==> config.mk <==
export PLATFORM = sky130hd
export DESIGN_NAME = forward_ctrl
export DESIGN_NICKNAME = d
export VERILOG_FILES = /design/src/rtl/forward_ctrl_pkg.sv /design/src/rtl/forward_ctrl_fwd_match.sv /design/src/rtl/forward_ctrl.sv
export SDC_FILE = /design/constraint.sdc
export NUM_CORES = 1
export LEC_CHECK = 0
export ABC_CLOCK_PERIOD_IN_PS = 2200
export CORE_ASPECT_RATIO = 0.75
export CORE_MARGIN = 4
export CORE_UTILIZATION = 40
export DETAILED_ROUTE_END_ITERATION = 16
export GPL_TIMING_DRIVEN = 0
export HOLD_SLACK_MARGIN = 0.02
export PLACE_DENSITY = 0.68
export SLEW_MARGIN = 10
export SYNTH_ARGS = -nofsm -noshare
export SYNTH_HDL_FRONTEND = slang
export SYNTH_SLANG_ARGS = --single-unit
==> constraint.sdc <==
create_clock -name clk -period 2.2 [get_ports clk]
set_clock_uncertainty 0.1 [all_clocks]
set_input_delay 0.33 -clock clk [delete_from_list [all_inputs] [get_ports clk]]
set_output_delay 0.33 -clock clk [all_outputs]
set_load 0.02 [all_outputs]
==> src/rtl/forward_ctrl_pkg.sv <==
// rtl/forward_ctrl_pkg.sv - pipeline package: forwarding select codes and EX/MEM descriptor type
package forward_ctrl_pkg;

    localparam int DESC_AW = 5;

    localparam logic [1:0] FWD_RF    = 2'b00;
    localparam logic [1:0] FWD_EXMEM = 2'b01;
    localparam logic [1:0] FWD_MEMWB = 2'b10;

    typedef struct packed {
        logic               valid;
        logic [DESC_AW-1:0] rd;
        logic               reg_write;
        logic               mem_read;
    } desc_t;

    // r0 is hardwired, so a descriptor targeting it never produces a forwardable result
    function automatic logic is_writing(input desc_t d);
        return d.valid && d.reg_write && (d.rd != '0);
    endfunction

endpackage

==> src/rtl/forward_ctrl_fwd_match.sv <==
// rtl/forward_ctrl_fwd_match.sv - per-operand forwarding select, younger producer first
module fwd_match
    import forward_ctrl_pkg::*;
(
    input  logic [DESC_AW-1:0] src,
    input  logic               use_src,
    input  desc_t              ex_d,
    input  desc_t              mem_d,
    output logic [1:0]         sel
);

    always_comb begin
        sel = FWD_RF;
        if (use_src) begin
            if (is_writing(ex_d) && (ex_d.rd == src)) begin
                sel = FWD_EXMEM;
            end else if (is_writing(mem_d) && (mem_d.rd == src)) begin
                sel = FWD_MEMWB;
            end
        end
    end

endmodule

==> src/rtl/forward_ctrl.sv <==
// rtl/forward_ctrl.sv - forwarding and load-use hazard controller for the 5-stage pipeline
module forward_ctrl
    import forward_ctrl_pkg::*;
#(
    parameter int REG_AW = DESC_AW,
    parameter int CNT_W  = 32
) (
    input  logic              clk,
    input  logic              rst,
    input  logic              id_valid,
    input  logic [REG_AW-1:0] id_rs,
    input  logic [REG_AW-1:0] id_rt,
    input  logic              id_use_rs,
    input  logic              id_use_rt,
    input  logic [REG_AW-1:0] id_rd,
    input  logic              id_reg_write,
    input  logic              id_mem_read,
    input  logic              flush,
    output logic [1:0]        fwd_a,
    output logic [1:0]        fwd_b,
    output logic              stall,
    output logic [CNT_W-1:0]  stall_cnt
);

    desc_t      ex_q;
    desc_t      mem_q;
    desc_t      id_desc;
    logic [1:0] sel_a;
    logic [1:0] sel_b;
    logic       advance;

    fwd_match u_match_a (
        .src     (id_rs),
        .use_src (id_use_rs),
        .ex_d    (ex_q),
        .mem_d   (mem_q),
        .sel     (sel_a)
    );

    fwd_match u_match_b (
        .src     (id_rt),
        .use_src (id_use_rt),
        .ex_d    (ex_q),
        .mem_d   (mem_q),
        .sel     (sel_b)
    );

    // A load in EX cannot feed a consumer in ID; one bubble puts it in MEM
    always_comb begin
        stall = id_valid && !flush && is_writing(ex_q) && ex_q.mem_read &&
                ((id_use_rs && (id_rs == ex_q.rd)) || (id_use_rt && (id_rt == ex_q.rd)));
    end

    assign advance = id_valid && !stall && !flush;

    always_comb begin
        id_desc           = '0;
        id_desc.valid     = 1'b1;
        id_desc.rd        = id_rd;
        id_desc.reg_write = id_reg_write;
        id_desc.mem_read  = id_mem_read;
    end

    always_ff @(posedge clk or posedge rst) begin
        if (rst) begin
            ex_q  <= '0;
            mem_q <= '0;
            fwd_a <= FWD_RF;
            fwd_b <= FWD_RF;
        end else begin
            mem_q <= ex_q;
            if (advance) begin
                ex_q  <= id_desc;
                fwd_a <= sel_a;
                fwd_b <= sel_b;
            end else begin
                ex_q  <= '0;
                fwd_a <= FWD_RF;
                fwd_b <= FWD_RF;
            end
        end
    end

    always_ff @(posedge clk or posedge rst) begin
        if (rst) begin
            stall_cnt <= '0;
        end else if (stall) begin
            stall_cnt <= stall_cnt + {{(CNT_W-1){1'b0}}, 1'b1};
        end
    end

endmodule

==> run metrics <==
Layout Nets=307; worst-path fanout max=4; slowest cell on the critical path=dfrtp_1; area post-placement=3159 sq um; Final ANT Viol Nets=0; cell mode on critical path=buf_6; internal power=1.388 mW; H-tree depth=2; minimum clock period=2233 ps; initial antenna violation count=0; vias in the first global route=1,730; pre-CTS setup slack=-877.1 ps; Slew headroom=0.6543; Die Ht=75.79 um; clock buffer count from CTS=5; Clock Pin Slew Worst Setup and Hold Paths=90 ps; Startpoint Class=register; ant diodes=0; CORE AREA=5886 sq um; ys async rst share=1.000; worst reg2reg path depth=9; failing checks=negative setup slack; final period utilization=1.015; Vias=1,769; CP Capture Type=output port; switching pwr=385.3 uW; DP HPWL=3839 um; Clock power frac=0.383; fin worst setup slack=-32.90 ps; CTS Root Cell=clkbuf_8; post-DR wirelength/cell=14.69 um; first-pass GRT wire length=8590 um; CTS Sinks=51; main flop type after synthesis=dfrtp_1; Seq cells post-synth=51; Syn Std Cell Area=2451 sq um; worst hold path class=input pin to asynchronous set/reset pin; Cell Pwr Density=526.7 nW/um^2; final-report hold violation count=0; Syn. warnings=0; die area=7457 sq um; Area Overhead vs Synth=37.37%; Final Cell Area=3367 sq um; Comb power frac=0.076; Detailed Route WL=5318 um; worst path cell trace=buf_6 -> xor2_2 -> nor3_2 -> nand3_2 -> a21oi_4 -> buf_6; Yosys cell types=35; maximum clock path buffer count=2; die width=98.39 um; Post-Syn Instances=209; Max Cap Viol=0; GRT overflow=0; I/O Buffers=59; largest net degree at the start of global routing=40; Pins Over Slew Limit=0; Syn Nets=233; Worst Path Arrival=1800 ps; CP required=1770 ps; first drt pass iteration count=4; kind of critical path=register to output port; DRC Markers=0; routability cong.=0.8457; final setup violation count=1; Tot GR Track Use=0.1473; Peak VDD IR=253.7 uV; Core Util, Final=0.5721; sw frac=0.2173; DR vias/cell=4.887; slowest stage delay, CP=410 ps; Post-synth EDFFs=0; CTS tree=yes; Filler cells=532; worst slew pin tran=513.1 ps; part of the power in registers=0.541; IO Count=60; RSZ-0062 raised after global routing=yes; leakage power=1.433 nW; most common cell after layout, fill and taps aside=clkdlybuf4s50_1; clk_lat worst skew=300 ps; initial core utilization=0.4165; standard-cell rows=24; most frequent cells in the layout=clkdlybuf4s50_1, dfrtp_1, xnor2_1; register area share after synthesis=0.5207; status=finished with violations; ratio of cells with drive above 1 in the final layout=0.1514; Detailed Route Iter0 Violations=80; Mean Syn Cell Area=11.73 sq um; Max Clk Rate=447.8 MHz
-- sequential cells by signal, indices dropped and copies added (netlist names) --
name / count
stall_cnt: 32
ex_q: 8
mem_q: 7
fwd_a: 2
fwd_b: 2
-- cells by family after synthesis --
family	share of synthesized area
AND/OR/NAND/NOR	0.2364
XOR/XNOR	0.1853
flip-flops	0.5207
AO/OA/AOI/OAI	0.03472
buffers and inverters	0.01327
multiplexers	0.004594
adder cells (fa/ha/maj)	0.005104
-- power groups by stage --
| stage | combinational, mW | sequential (mW) | clock [mW] |
|---|---|---|---|
| 5_1_grt | 0.149 | 0.962 | 0.729 |
| 3_3_place_gp | 0.121 | 0.979 | 0 |
| 2_1_floorplan | 0.0637 | 0.975 | 0 |
| 4_1_cts | 0.132 | 0.960 | 0.695 |
| 6_report | 0.134 | 0.960 | 0.679 |
| 3_5_place_dp | 0.128 | 0.980 | 0 |
-- final timing paths --
kind	startpoint	endpoint	slack, ps
worst max-delay path	ex_q[6]	stall	-30
worst min-delay path	rst	stall_cnt[1]	190
worst max register to register	ex_q[6]	stall_cnt[20]	70
worst min register to register	ex_q[7]	mem_q[7]	280
max in group asynchronous	rst	fwd_a[0]	1320
min in group clk	ex_q[7]	mem_q[7]	280
-- repair_timing --
item | CTS | global route
resized for setup | 7 | 10
pin swaps | 4 | 6
buffers inserted | 6 | 2
setup endpoints to repair | 1 | 17
hold buffers | 0 | 0
-- metrics by stage --
step	hold WS [ps]	cells	TNS, ps	power [mW]
2_1_floorplan	247.3	209	0	1.039
3_3_place_gp	252.5	346	-29760	1.101
3_5_place_dp	258.2	347	-8374	1.107
4_1_cts	188.3	361	-106.2	1.787
5_1_grt	204.5	362	-202.1	1.840
6_report	186.6	362	-32.90	1.773
-- synth_stat cells (2+ instances only) --
cell type   n  area share
xnor2_1    38        0.14
nand2_1    11       0.017
buf_2       2      0.0041
and3_1     10       0.026
nor2b_1     3      0.0077
nor4_1      2      0.0051
nand3_1    10       0.020
inv_1       2      0.0031
dfrtp_1    51        0.52
and4_1      5       0.018
a21oi_1     2      0.0041
nand4_1    16       0.041
xor2_1     12       0.043
nor3_2      3       0.012
nor2_1      9       0.014
and2_1      9       0.023
nor3_1      2      0.0041
nand3_2     5       0.020
-- worst max-delay path: cells and delay by family, from the launching register on --
| kind | cells | cell delay [ps] |
|---|---|---|
| AND/OR/NAND/NOR | 2 | 410 |
| flip-flops | 1 | 410 |
| buffers and inverters | 2 | 290 |
| AO/OA/AOI/OAI | 1 | 260 |
| XOR/XNOR | 1 | 140 |
-- metal layers --
layer  global-route usage  vias up  wire [um]
met3              0.03660        2        269
met4              0.02727        0         10
li1                     -      877          -
met2               0.2195       50       2343
met5                    0        -          0
met1               0.2206      840       2696
-- final cells by class --
type / count / area (sq um) / area share
flip-flops and latches: 51 / 1277 / 0.3794
multi-input cells: 153 / 1176 / 0.3493
repair buffers: 68 / 678.2 / 0.2014
well taps: 78 / 97.59 / 0.02899
clock buffers: 6 / 82.58 / 0.02453
clock inverters: 2 / 35.03 / 0.01041
plain buffers: 2 / 12.51 / 0.003716
inverters: 2 / 7.507 / 0.002230
No activity file was read; power rests on OpenSTA's default activity.
